===== config.mk =====
export PLATFORM = sky130hd
export DESIGN_NAME = stream_rr_arbiter_flat
export DESIGN_NICKNAME = d
export VERILOG_FILES = /design/src/rtl/stream_rr_arbiter_pkg.sv /design/src/rtl/stream_rr_arbiter_if.sv /design/src/rtl/stream_rr_arbiter_rr_pick.sv /design/src/rtl/stream_rr_arbiter.sv /design/src/flat_wrapper.sv
export SDC_FILE = /design/constraint.sdc
export NUM_CORES = 1
export LEC_CHECK = 0
export ABC_CLOCK_PERIOD_IN_PS = 1500
export BUFFER_PORTS_ARGS = -buffer_cell sky130_fd_sc_hd__buf_4
export CAP_MARGIN = 40
export CORE_MARGIN = 8
export CORE_UTILIZATION = 25
export DETAILED_ROUTE_END_ITERATION = 10
export PLACE_DENSITY = 0.68
export SLEW_MARGIN = 20
export SYNTH_ARGS = -nofsm -noshare
export SYNTH_HDL_FRONTEND = slang
export SYNTH_HIERARCHICAL = 1
export SYNTH_SLANG_ARGS = --single-unit

===== constraint.sdc =====
create_clock -name clk -period 1.5 [get_ports clk]
set_input_delay 0.3 -clock clk [delete_from_list [all_inputs] [get_ports clk]]
set_output_delay 0.3 -clock clk [all_outputs]
set_load 0.01 [all_outputs]

===== src/rtl/stream_rr_arbiter_pkg.sv =====
// Shared definitions for the stream arbiters.
//   state_e        : arbiter FSM state (ST_IDLE, ST_LOCK)
//   DEFAULT_DATA_W : default beat width
//   next_rr()      : behavioural round-robin pick, meant for arbiters that do
//                    not need the structural rr_pick sub-module
package stream_rr_arbiter_pkg;

  typedef enum logic {
    ST_IDLE = 1'b0,
    ST_LOCK = 1'b1
  } state_e;

  localparam int DEFAULT_DATA_W = 16;

  // Returns the first set bit of req searching ptr+1, ptr+2, ... modulo
  // num_req (num_req <= 16). Returns ptr unchanged when req is empty.
  function automatic logic [3:0] next_rr(input logic [3:0] ptr,
                                         input logic [15:0] req,
                                         input int num_req);
    int c;
    next_rr = ptr;
    // Walk from the farthest candidate to the nearest so the nearest wins.
    for (int k = 16; k >= 1; k--) begin
      c = (int'(ptr) + k) % num_req;
      if (k <= num_req && req[c]) next_rr = 4'(c);
    end
  endfunction

endpackage


===== src/rtl/stream_rr_arbiter_if.sv =====
// Handshake bundle around the stream arbiter.
//   in_valid/in_data/in_last/in_ready : NUM_REQ upstream producer channels,
//                                       requester i on in_data[i*DATA_W +: DATA_W]
//   out_valid/out_data/out_last/out_ready : shared downstream channel
//   grant_id/busy                     : current owner and LOCK indication
// slave  : view of the arbiter itself
// master : view of the surrounding producers/consumer
interface stream_rr_arbiter_if #(
  parameter int NUM_REQ = 4,
  parameter int DATA_W  = stream_rr_arbiter_pkg::DEFAULT_DATA_W
);
  localparam int IDW = $clog2(NUM_REQ);

  logic [NUM_REQ-1:0]        in_valid;
  logic [NUM_REQ*DATA_W-1:0] in_data;
  logic [NUM_REQ-1:0]        in_last;
  logic [NUM_REQ-1:0]        in_ready;
  logic                      out_valid;
  logic [DATA_W-1:0]         out_data;
  logic                      out_last;
  logic                      out_ready;
  logic [IDW-1:0]            grant_id;
  logic                      busy;

  modport slave (
    input  in_valid, in_data, in_last, out_ready,
    output in_ready, out_valid, out_data, out_last, grant_id, busy
  );

  modport master (
    output in_valid, in_data, in_last, out_ready,
    input  in_ready, out_valid, out_data, out_last, grant_id, busy
  );

endinterface


===== src/rtl/stream_rr_arbiter_rr_pick.sv =====
// Combinational round-robin picker: rotate, priority-encode, un-rotate.
//   req_i     : request vector
//   ptr_i     : index of the last granted requester
//   gnt_idx_o : first requester after ptr_i (wrapping); don't-care if !any_o
//   any_o     : at least one request present
module stream_rr_arbiter_rr_pick #(
  parameter int N  = 4,
  parameter int IW = $clog2(N)
) (
  input  logic [N-1:0]  req_i,
  input  logic [IW-1:0] ptr_i,
  output logic [IW-1:0] gnt_idx_o,
  output logic          any_o
);

  logic [2*N-1:0] dbl;
  logic [N-1:0]   rot;
  int             start;
  int             off;

  always_comb begin
    // Doubling the vector turns the modulo rotation into a plain slice;
    // start == N (ptr at the top index) selects the unrotated copy.
    dbl   = {req_i, req_i};
    start = int'(ptr_i) + 1;
    rot   = dbl[start +: N];
    off   = 0;
    for (int j = N - 1; j >= 0; j--) begin
      if (rot[j]) off = j;
    end
    gnt_idx_o = IW'((start + off) % N);
    any_o     = |req_i;
  end

endmodule


===== src/rtl/stream_rr_arbiter.sv =====
// Packet-granular round-robin arbiter sharing one downstream stream among
// NUM_REQ producers. A granted requester owns the channel until its last beat
// transfers; priority then rotates past it.
//   clk : clock, rising edge
//   rst : synchronous active-high reset
//   bus : stream_rr_arbiter_if.slave (upstream channels, downstream channel,
//         grant_id, busy)
//
// state   | meaning
// --------+-----------------------------------------------------------
// ST_IDLE | no owner; outputs forced low, picking next requester
// ST_LOCK | grant_q owns the channel; zero-latency passthrough
module stream_rr_arbiter
  import stream_rr_arbiter_pkg::*;
#(
  parameter int NUM_REQ = 4,
  parameter int DATA_W  = DEFAULT_DATA_W
) (
  input logic                clk,
  input logic                rst,
  stream_rr_arbiter_if.slave bus
);

  localparam int IDW = $clog2(NUM_REQ);

  state_e             state_q, state_d;
  logic [IDW-1:0]     ptr_q, ptr_d;
  logic [IDW-1:0]     grant_q, grant_d;

  logic [IDW-1:0]     pick_idx;
  logic               pick_any;

  logic [NUM_REQ-1:0] in_ready_c;
  logic               out_valid_c;
  logic [DATA_W-1:0]  out_data_c;
  logic               out_last_c;

  stream_rr_arbiter_rr_pick #(
    .N  (NUM_REQ),
    .IW (IDW)
  ) u_pick (
    .req_i     (bus.in_valid),
    .ptr_i     (ptr_q),
    .gnt_idx_o (pick_idx),
    .any_o     (pick_any)
  );

  always_ff @(posedge clk) begin
    if (rst) begin
      state_q <= ST_IDLE;
      ptr_q   <= IDW'(NUM_REQ - 1);  // requester 0 wins the first search
      grant_q <= '0;
    end else begin
      state_q <= state_d;
      ptr_q   <= ptr_d;
      grant_q <= grant_d;
    end
  end

  always_comb begin
    state_d     = state_q;
    ptr_d       = ptr_q;
    grant_d     = grant_q;
    in_ready_c  = '0;
    out_valid_c = 1'b0;
    out_data_c  = '0;
    out_last_c  = 1'b0;
    case (state_q)
      ST_IDLE: begin
        if (pick_any) begin
          grant_d = pick_idx;
          state_d = ST_LOCK;
        end
      end
      ST_LOCK: begin
        out_valid_c         = bus.in_valid[grant_q];
        out_data_c          = bus.in_data[int'(grant_q)*DATA_W +: DATA_W];
        out_last_c          = bus.in_last[grant_q];
        in_ready_c[grant_q] = bus.out_ready;
        // Pointer only moves on packet completion, so an abandoned or
        // stalled packet never shifts priority.
        if (out_valid_c && bus.out_ready && out_last_c) begin
          ptr_d   = grant_q;
          state_d = ST_IDLE;
        end
      end
      default: state_d = ST_IDLE;
    endcase
  end

  assign bus.in_ready  = in_ready_c;
  assign bus.out_valid = out_valid_c;
  assign bus.out_data  = out_data_c;
  assign bus.out_last  = out_last_c;
  assign bus.busy      = (state_q == ST_LOCK);
  assign bus.grant_id  = (state_q == ST_LOCK) ? grant_q : '0;

endmodule

===== src/flat_wrapper.sv =====
// flat-port wrapper written by rule: the top's interface ports become plain ports
module stream_rr_arbiter_flat import stream_rr_arbiter_pkg::*;
#(
  parameter int NUM_REQ = 4,
  parameter int DATA_W  = DEFAULT_DATA_W
)
  (clk, rst, bus_in_valid, bus_in_data, bus_in_last, bus_out_ready, bus_in_ready, bus_out_valid, bus_out_data, bus_out_last, bus_grant_id, bus_busy);
  stream_rr_arbiter_if #(.NUM_REQ(NUM_REQ), .DATA_W(DATA_W)) bus_i ();
  input logic clk;
  input logic rst;
  input wire logic [$bits(bus_i.in_valid)-1:0] bus_in_valid;
  input wire logic [$bits(bus_i.in_data)-1:0] bus_in_data;
  input wire logic [$bits(bus_i.in_last)-1:0] bus_in_last;
  input wire logic [$bits(bus_i.out_ready)-1:0] bus_out_ready;
  output wire logic [$bits(bus_i.in_ready)-1:0] bus_in_ready;
  output wire logic [$bits(bus_i.out_valid)-1:0] bus_out_valid;
  output wire logic [$bits(bus_i.out_data)-1:0] bus_out_data;
  output wire logic [$bits(bus_i.out_last)-1:0] bus_out_last;
  output wire logic [$bits(bus_i.grant_id)-1:0] bus_grant_id;
  output wire logic [$bits(bus_i.busy)-1:0] bus_busy;
  assign bus_i.in_valid = bus_in_valid;
  assign bus_i.in_data = bus_in_data;
  assign bus_i.in_last = bus_in_last;
  assign bus_i.out_ready = bus_out_ready;
  assign bus_in_ready = bus_i.in_ready;
  assign bus_out_valid = bus_i.out_valid;
  assign bus_out_data = bus_i.out_data;
  assign bus_out_last = bus_i.out_last;
  assign bus_grant_id = bus_i.grant_id;
  assign bus_busy = bus_i.busy;
  stream_rr_arbiter #(.NUM_REQ(NUM_REQ), .DATA_W(DATA_W)) u_core (.clk(clk), .rst(rst), .bus(bus_i));
endmodule

Word-level counts from Yosys, hierarchy flattened
Cells that the tools add are included.
Cells by class
  add/sub/neg operators: 2
  multipliers: 0
  div/mod/pow operators: 0
  $lt $le $gt $ge: 2
  equal/unequal tests: 0
  shifts and indexed selects: 2
  muxes and demuxes: 18
  bitwise operators: 2
  reduce and logical (&&, ||, !) cells: 6
Operator list (number)
  $shiftx A64 B7 Y16: 1
  $mux W16: 1
  $mux W2: 5
  $shiftx A8 B4 Y4: 1
  $mux W1: 7
  $and A4 B4 Y4: 1
  $bmux W1 S2: 2
  $mux W4: 1
  $reduce_and A2 Y1: 2
  $reduce_or A4 Y1: 1
  $add A2 B1 Y3 const B: 1
  $logic_and A1 B1 Y1: 3
  $lt A2 B3 Y1 const B: 1
  $add A2 B2 Y2: 1
  $demux W1 S2: 1
  $ge A2 B1 Y1 const B: 1
  $pmux W1 S2: 1
  $not A1 Y1: 1
Storage, ports and cells
  bits in registers: 5
  bits in latches: 0
  memory bits (writable): 0
  ROM bits: 0
  input port bits: 75
  word-level logic and storage cells: 35
  memories: 0

Longest topological paths before layout
  word-level depth: 7
  mapped depth: 10
  mapped depth without buffers: 10

Cells and area by module
Netlist, hierarchy kept.
Modules (own cells, without submodules)
  stream_rr_arbiter: instances 1, cells each 79, area each 887.1 um^2
  stream_rr_arbiter_rr_pick: instances 1, cells each 24, area each 173.9 um^2

Worst setup path before layout
Ideal clock, no wire load.
  path kind: register to register
  start point: register u_core.ptr_q[1]
  end point: register u_core.grant_q[1]
  arrival time: 1.559 ns
  path slack: -0.173 ns
  cell stages (with the launch flop): 11
  path buffers: 0
  clock period less this slack: 1.673 ns
  path through: dfxtp_1 nand2_1 a2bb2oi_1 o21ai_0 o21a_1 ha_1 xnor2_1 xnor2_1 xnor2_1 mux2i_1 nor2_1
Between the ends
  longest elaborated chain between the ends: 7
RTL lines
  start, declared: RTL line stream_rr_arbiter.sv:27  | logic [IDW-1:0] ptr_q, ptr_d;
  start signal, assigned: RTL line stream_rr_arbiter.sv:51  | ptr_q <= IDW'(NUM_REQ - 1);
  start signal, assigned: RTL line stream_rr_arbiter.sv:55  | ptr_q <= ptr_d;
  $add A2 B1 Y3 *: RTL line stream_rr_arbiter_rr_pick.sv:25  | start = int'(ptr_i) + 1;
  $shiftx A8 B4 Y4: RTL line stream_rr_arbiter_rr_pick.sv:26  | rot = dbl[start +: N];
  $mux W2 (4 in series): RTL line stream_rr_arbiter_rr_pick.sv:29  | if (rot[j]) off = j;
  $add A2 B2 Y2 *: RTL line stream_rr_arbiter_rr_pick.sv:31  | gnt_idx_o = IW'((start + off) % N);
  net u_core.pick_idx[1]: RTL line stream_rr_arbiter.sv:30  | logic [IDW-1:0] pick_idx;
  end signal, assigned: RTL line stream_rr_arbiter.sv:56  | grant_q <= grant_d;
  end, declared: RTL line stream_rr_arbiter.sv:28  | logic [IDW-1:0] grant_q, grant_d;
Mark *: on every way through the listed nets, which the timed path passes. The rest lies on a longest branch.
A chain may end at the register's enable or synchronous reset.

Worst setup path in the final report
  start point: register u_core.grant_q[0]
  end point: output port bus_out_data[8]
Between the ends
  longest elaborated chain between the ends: 2
RTL lines
  $shiftx A64 B7 Y16: RTL line stream_rr_arbiter.sv:77  | out_data_c = bus.in_data[int'(grant_q)*DATA_W +: DATA_W];
  $mux W16: RTL line stream_rr_arbiter.sv:68  | case (state_q)
  end, declared: RTL line flat_wrapper.sv:17  | output wire logic [$bits(bus_i.out_data)-1:0] bus_out_data;
No other way between the ends.

==> results.md <==
Outcome:
- The run finished, with violations left.
- The final reports fail on setup timing.

Finish:
- The final layout net count is 309.
- The area growth from synthesis to layout is 121%.
- The number of antenna diodes in the final layout is 0.
- Cells with a size suffix above 1 make up 83.6% of the layout.
- Measured on the finished design, the core utilization comes to 57.8%.

Yosys:
- The netlist uses 36 different library cells.
- The synthesized netlist net count is 179.
- The fraction of synthesized cell area in xor and xnor cells is 2.48%.
- By area, the combinational part of the netlist is dominated by multiplexers.
- Sequential cells were found to cover 9.43% of the synthesized design area.
- The post-synthesis register bit count is 5.
- The synthesized netlist devotes 8.02% of its cell area to compound gates.
- The synthesized netlist devotes 1.18% of its cell area to adder and majority cells.
- After synthesis, the mean cell area works out to 10.3 um^2.
- The share of flip-flops with an asynchronous set or reset after synthesis is 0%.
- Summing the areas of all and, or, nand and nor instances in the mapped netlist gives 24.5% of the synthesized area.
- In the synthesized netlist, mux cells make up 44.9% of the area.
- The instance count of the mapped netlist is 103.
- The synthesized cell area is 1060 um^2.
- The number of warning messages in the yosys log is 6.
- The main flop type after synthesis is sky130_fd_sc_hd__dfxtp_1.
- In this run, synthesis inferred 0 flip-flops with an integrated enable.

CTS:
- Clock tree synthesis found a total of 5 sinks.
- Clock tree synthesis selected as its root buffer the cell sky130_fd_sc_hd__clkbuf_8.
- CTS built an H-tree with a depth of 1.
- The later-pin clock latency in the skew report is 0.22 ns.
- After clock tree synthesis, the clock-pin slew on the worst setup and hold paths is 0.03 ns.
- TritonCTS built the clock tree.
- The post-cts hold buffer count is 0.
- TritonCTS created 3 clock buffers.
- The clock passes through at most 2 buffers.

Die:
- The die area is 6580 um^2.
- Once the floorplan was initialized, standard cells occupied 26.1% of the core.
- The horizontal die dimension is 81.1 um.
- The number of standard-cell rows in the floorplan is 23.
- The core region area is 4060 um^2.
- The number of I/O pins is 100.
- The vertical die dimension is 81.1 um.

GRT:
- The total overflow left after global routing is 0.
- The via count of the first global-routing pass was 1469.
- The first global-routing pass estimated 6.96 mm of wire.
- The all-layer global routing usage is 13.3%.
- Entering global routing, the biggest net connects 15 pins.
- The number of antenna violations at the first check in global routing was 0.

STA:
- The count of endpoints failing hold in the final timing report is 0.
- The worst path uses 124% of the clock period.
- The total setup violations reported at the end of the flow is 24.
- The worst clock skew is 0.00242 ns.
- Across all setup checks in the final design, the least slack found is -0.358 ns.
- Based on the critical path, the design can be clocked at up to 0.538 GHz.
- The total count of max-transition violations in the final report is 0.
- The shortest period the worst path allows is 1.86 ns.
- Setup repair after global routing could not meet its margin everywhere.
- The worst slew margin relative to its limit is 84.2%.
- At the pin with the least slew margin, the transition time is 0.237 ns.
- On the final layout, the worst hold slack is 0.296 ns.

Power:
- The clock network burns 17.1% of the power.
- The fraction of power consumed by combinational cells is 71.2%.
- Overall power consumption after layout is estimated at 1470 uW.
- Of the total power, the share spent switching nets is 30.7%.
- Of the total power, registers draw 11.7%.
- Cell internal power was estimated by the tool at 1020 uW.
- In this run the static leakage power is 0.00112 uW.
- Summed over all nets, the switching power comes to 449 uW.
- In this run the power density over the cells is 625 nW/um^2.
- VDD sags by at most 389 uV.

Placement:
- Once detailed placement completed, the half-perimeter wirelength came to 3.72 mm.
- The final weighted congestion in routability-driven placement is 0.742.
- The count of buffers added on input and output ports is 99.

Detailed routing:
- The number of violations reported at the end of detailed-routing iteration 0 is 12.
- Detailed routing inserted a total of 1329 vias.
- Wires add up to 4.68 mm.
- The total DRC errors in the routed layout is 0.
- In the routed layout, each cell is associated on average with a via count of 4.71.
- The average wire per cell in the routed design is 16.6 um.
- The first detailed-routing pass took 4 iterations.
- The remaining antenna violation count is 0.

Hold path:
- In this run the worst hold path is classified as in -> reg.

Critical path:
- The critical path required time is 1.20 ns.
- The worst setup path category is reg -> out.
- The worst setup path is launched from a register.
- The maximum fanout count along the critical path is 5.
- The worst setup path is captured at an output port.
- Data on the critical path arrives at its endpoint at 1.56 ns.

Job:
- The tool flagged a number of max-cap violations equal to 0.
-- what timing repair did --
item                                    4_1_cts  5_1_grt
endpoints found under the setup margin       23       25
pin swaps                                     8       11
resized for setup                            33       23
cloned                                        0        1
buffers inserted                              7        3
-- kinds of logic after synthesis --
logic type	after synthesis
flip-flops	5
AO/OA/AOI/OAI	10
XOR/XNOR	3
AND/OR/NAND/NOR	47
adder cells (fa/ha/maj)	1
multiplexers	26
buffers and inverters	11
-- worst max-delay path, stage by stage (launching register included) --
cell                        delay (ns)
sky130_fd_sc_hd__dfxtp_4          0.40
sky130_fd_sc_hd__clkbuf_16        0.17
sky130_fd_sc_hd__mux4_2           0.48
sky130_fd_sc_hd__and2_4           0.17
sky130_fd_sc_hd__buf_6            0.11
-- final timing paths --
path / slack [ns] / end / cells past startpoint / from
setup / recovery: -0.36 / bus_out_data[8] / 4 / u_core/grant_q[0]$_SDFFE_PP0P_
hold / removal: 0.30 / u_core/bus.busy$_SDFF_PP0_ / 2 / rst
setup reg to reg: -0.18 / u_core/grant_q[1]$_SDFFE_PP0P_ / 10 / u_core/ptr_q[1]$_SDFFE_PP1P_
hold reg to reg: 0.70 / u_core/ptr_q[0]$_SDFFE_PP1P_ / 3 / u_core/ptr_q[0]$_SDFFE_PP1P_
-- power by group through the flow --
stage | registers, uW | clock network (uW) | logic (uW)
after floorplan | 163 | 0 | 479
after global placement | 167 | 0 | 834
after detailed placement | 167 | 0 | 845
after CTS | 167 | 258 | 961
after global routing | 174 | 272 | 1110
final | 171 | 251 | 1040
-- metal layers --
metal | vias to the layer above | track usage [%] | wire length (um)
met5 | - | 0 | 0
met4 | 0 | 3.21 | 8
met3 | 2 | 4.42 | 420
met2 | 53 | 25.3 | 2640
met1 | 629 | 13.5 | 1610
li1 | 645 | - | -
-- sequential cells by signal (all words and copies together), names as in the netlist --
signal,flops
u_core/grant_q,2
u_core/bus.busy,1
u_core/ptr_q,2
-- stage by stage --
step | instances | setup WS (ns) | setup TNS (ns) | area (um^2)
after floorplan | 103 | -0.0833 | -0.374 | 1100
after global placement | 268 | -0.263 | -2.73 | 2020
after detailed placement | 268 | -0.299 | -2.92 | 2020
after CTS | 279 | -0.379 | -5.81 | 2210
after global routing | 282 | -0.409 | -7.46 | 2350
final | 282 | -0.358 | -6.13 | 2350
-- synth_stat cells (all sizes together) (2+ instances only) --
library cell   n  area, um^2
and2          17         108
mux4          16         375
nor2          11        41.3
mux2i          9        90.1
nand2          8        32.5
buf            5        67.6
dfxtp          5         100
clkbuf         3        21.3
inv            3        11.3
nor2b          3        18.8
xnor2          3        26.3
and3           2        12.5
nand2b         2        20.0
o22ai          2        18.8
-- area by class of cell --
type,instances,area [um^2]
fillers,365,1710
repair buffers,133,1130
multi-input cells,87,987
flip-flops and latches,5,109
well taps,50,62.6
clock buffers,4,45.0
inverters,3,11.3
-- cell usage in the layout (no fill, tap or decap), drive strengths merged, types with 2 or more instances in the layout --
| cell | n |
|---|---|
| and3 | 2 |
| nand2 | 8 |
| buf | 132 |
| nor2b | 3 |
| mux2i | 9 |
| clkbuf | 5 |
| inv | 3 |
| and2 | 17 |
| dfxtp | 5 |
| nand2b | 2 |
| mux4 | 16 |
| xnor2 | 3 |
| o22ai | 2 |
| nor2 | 11 |
No activity file was read; power rests on OpenSTA's default activity.
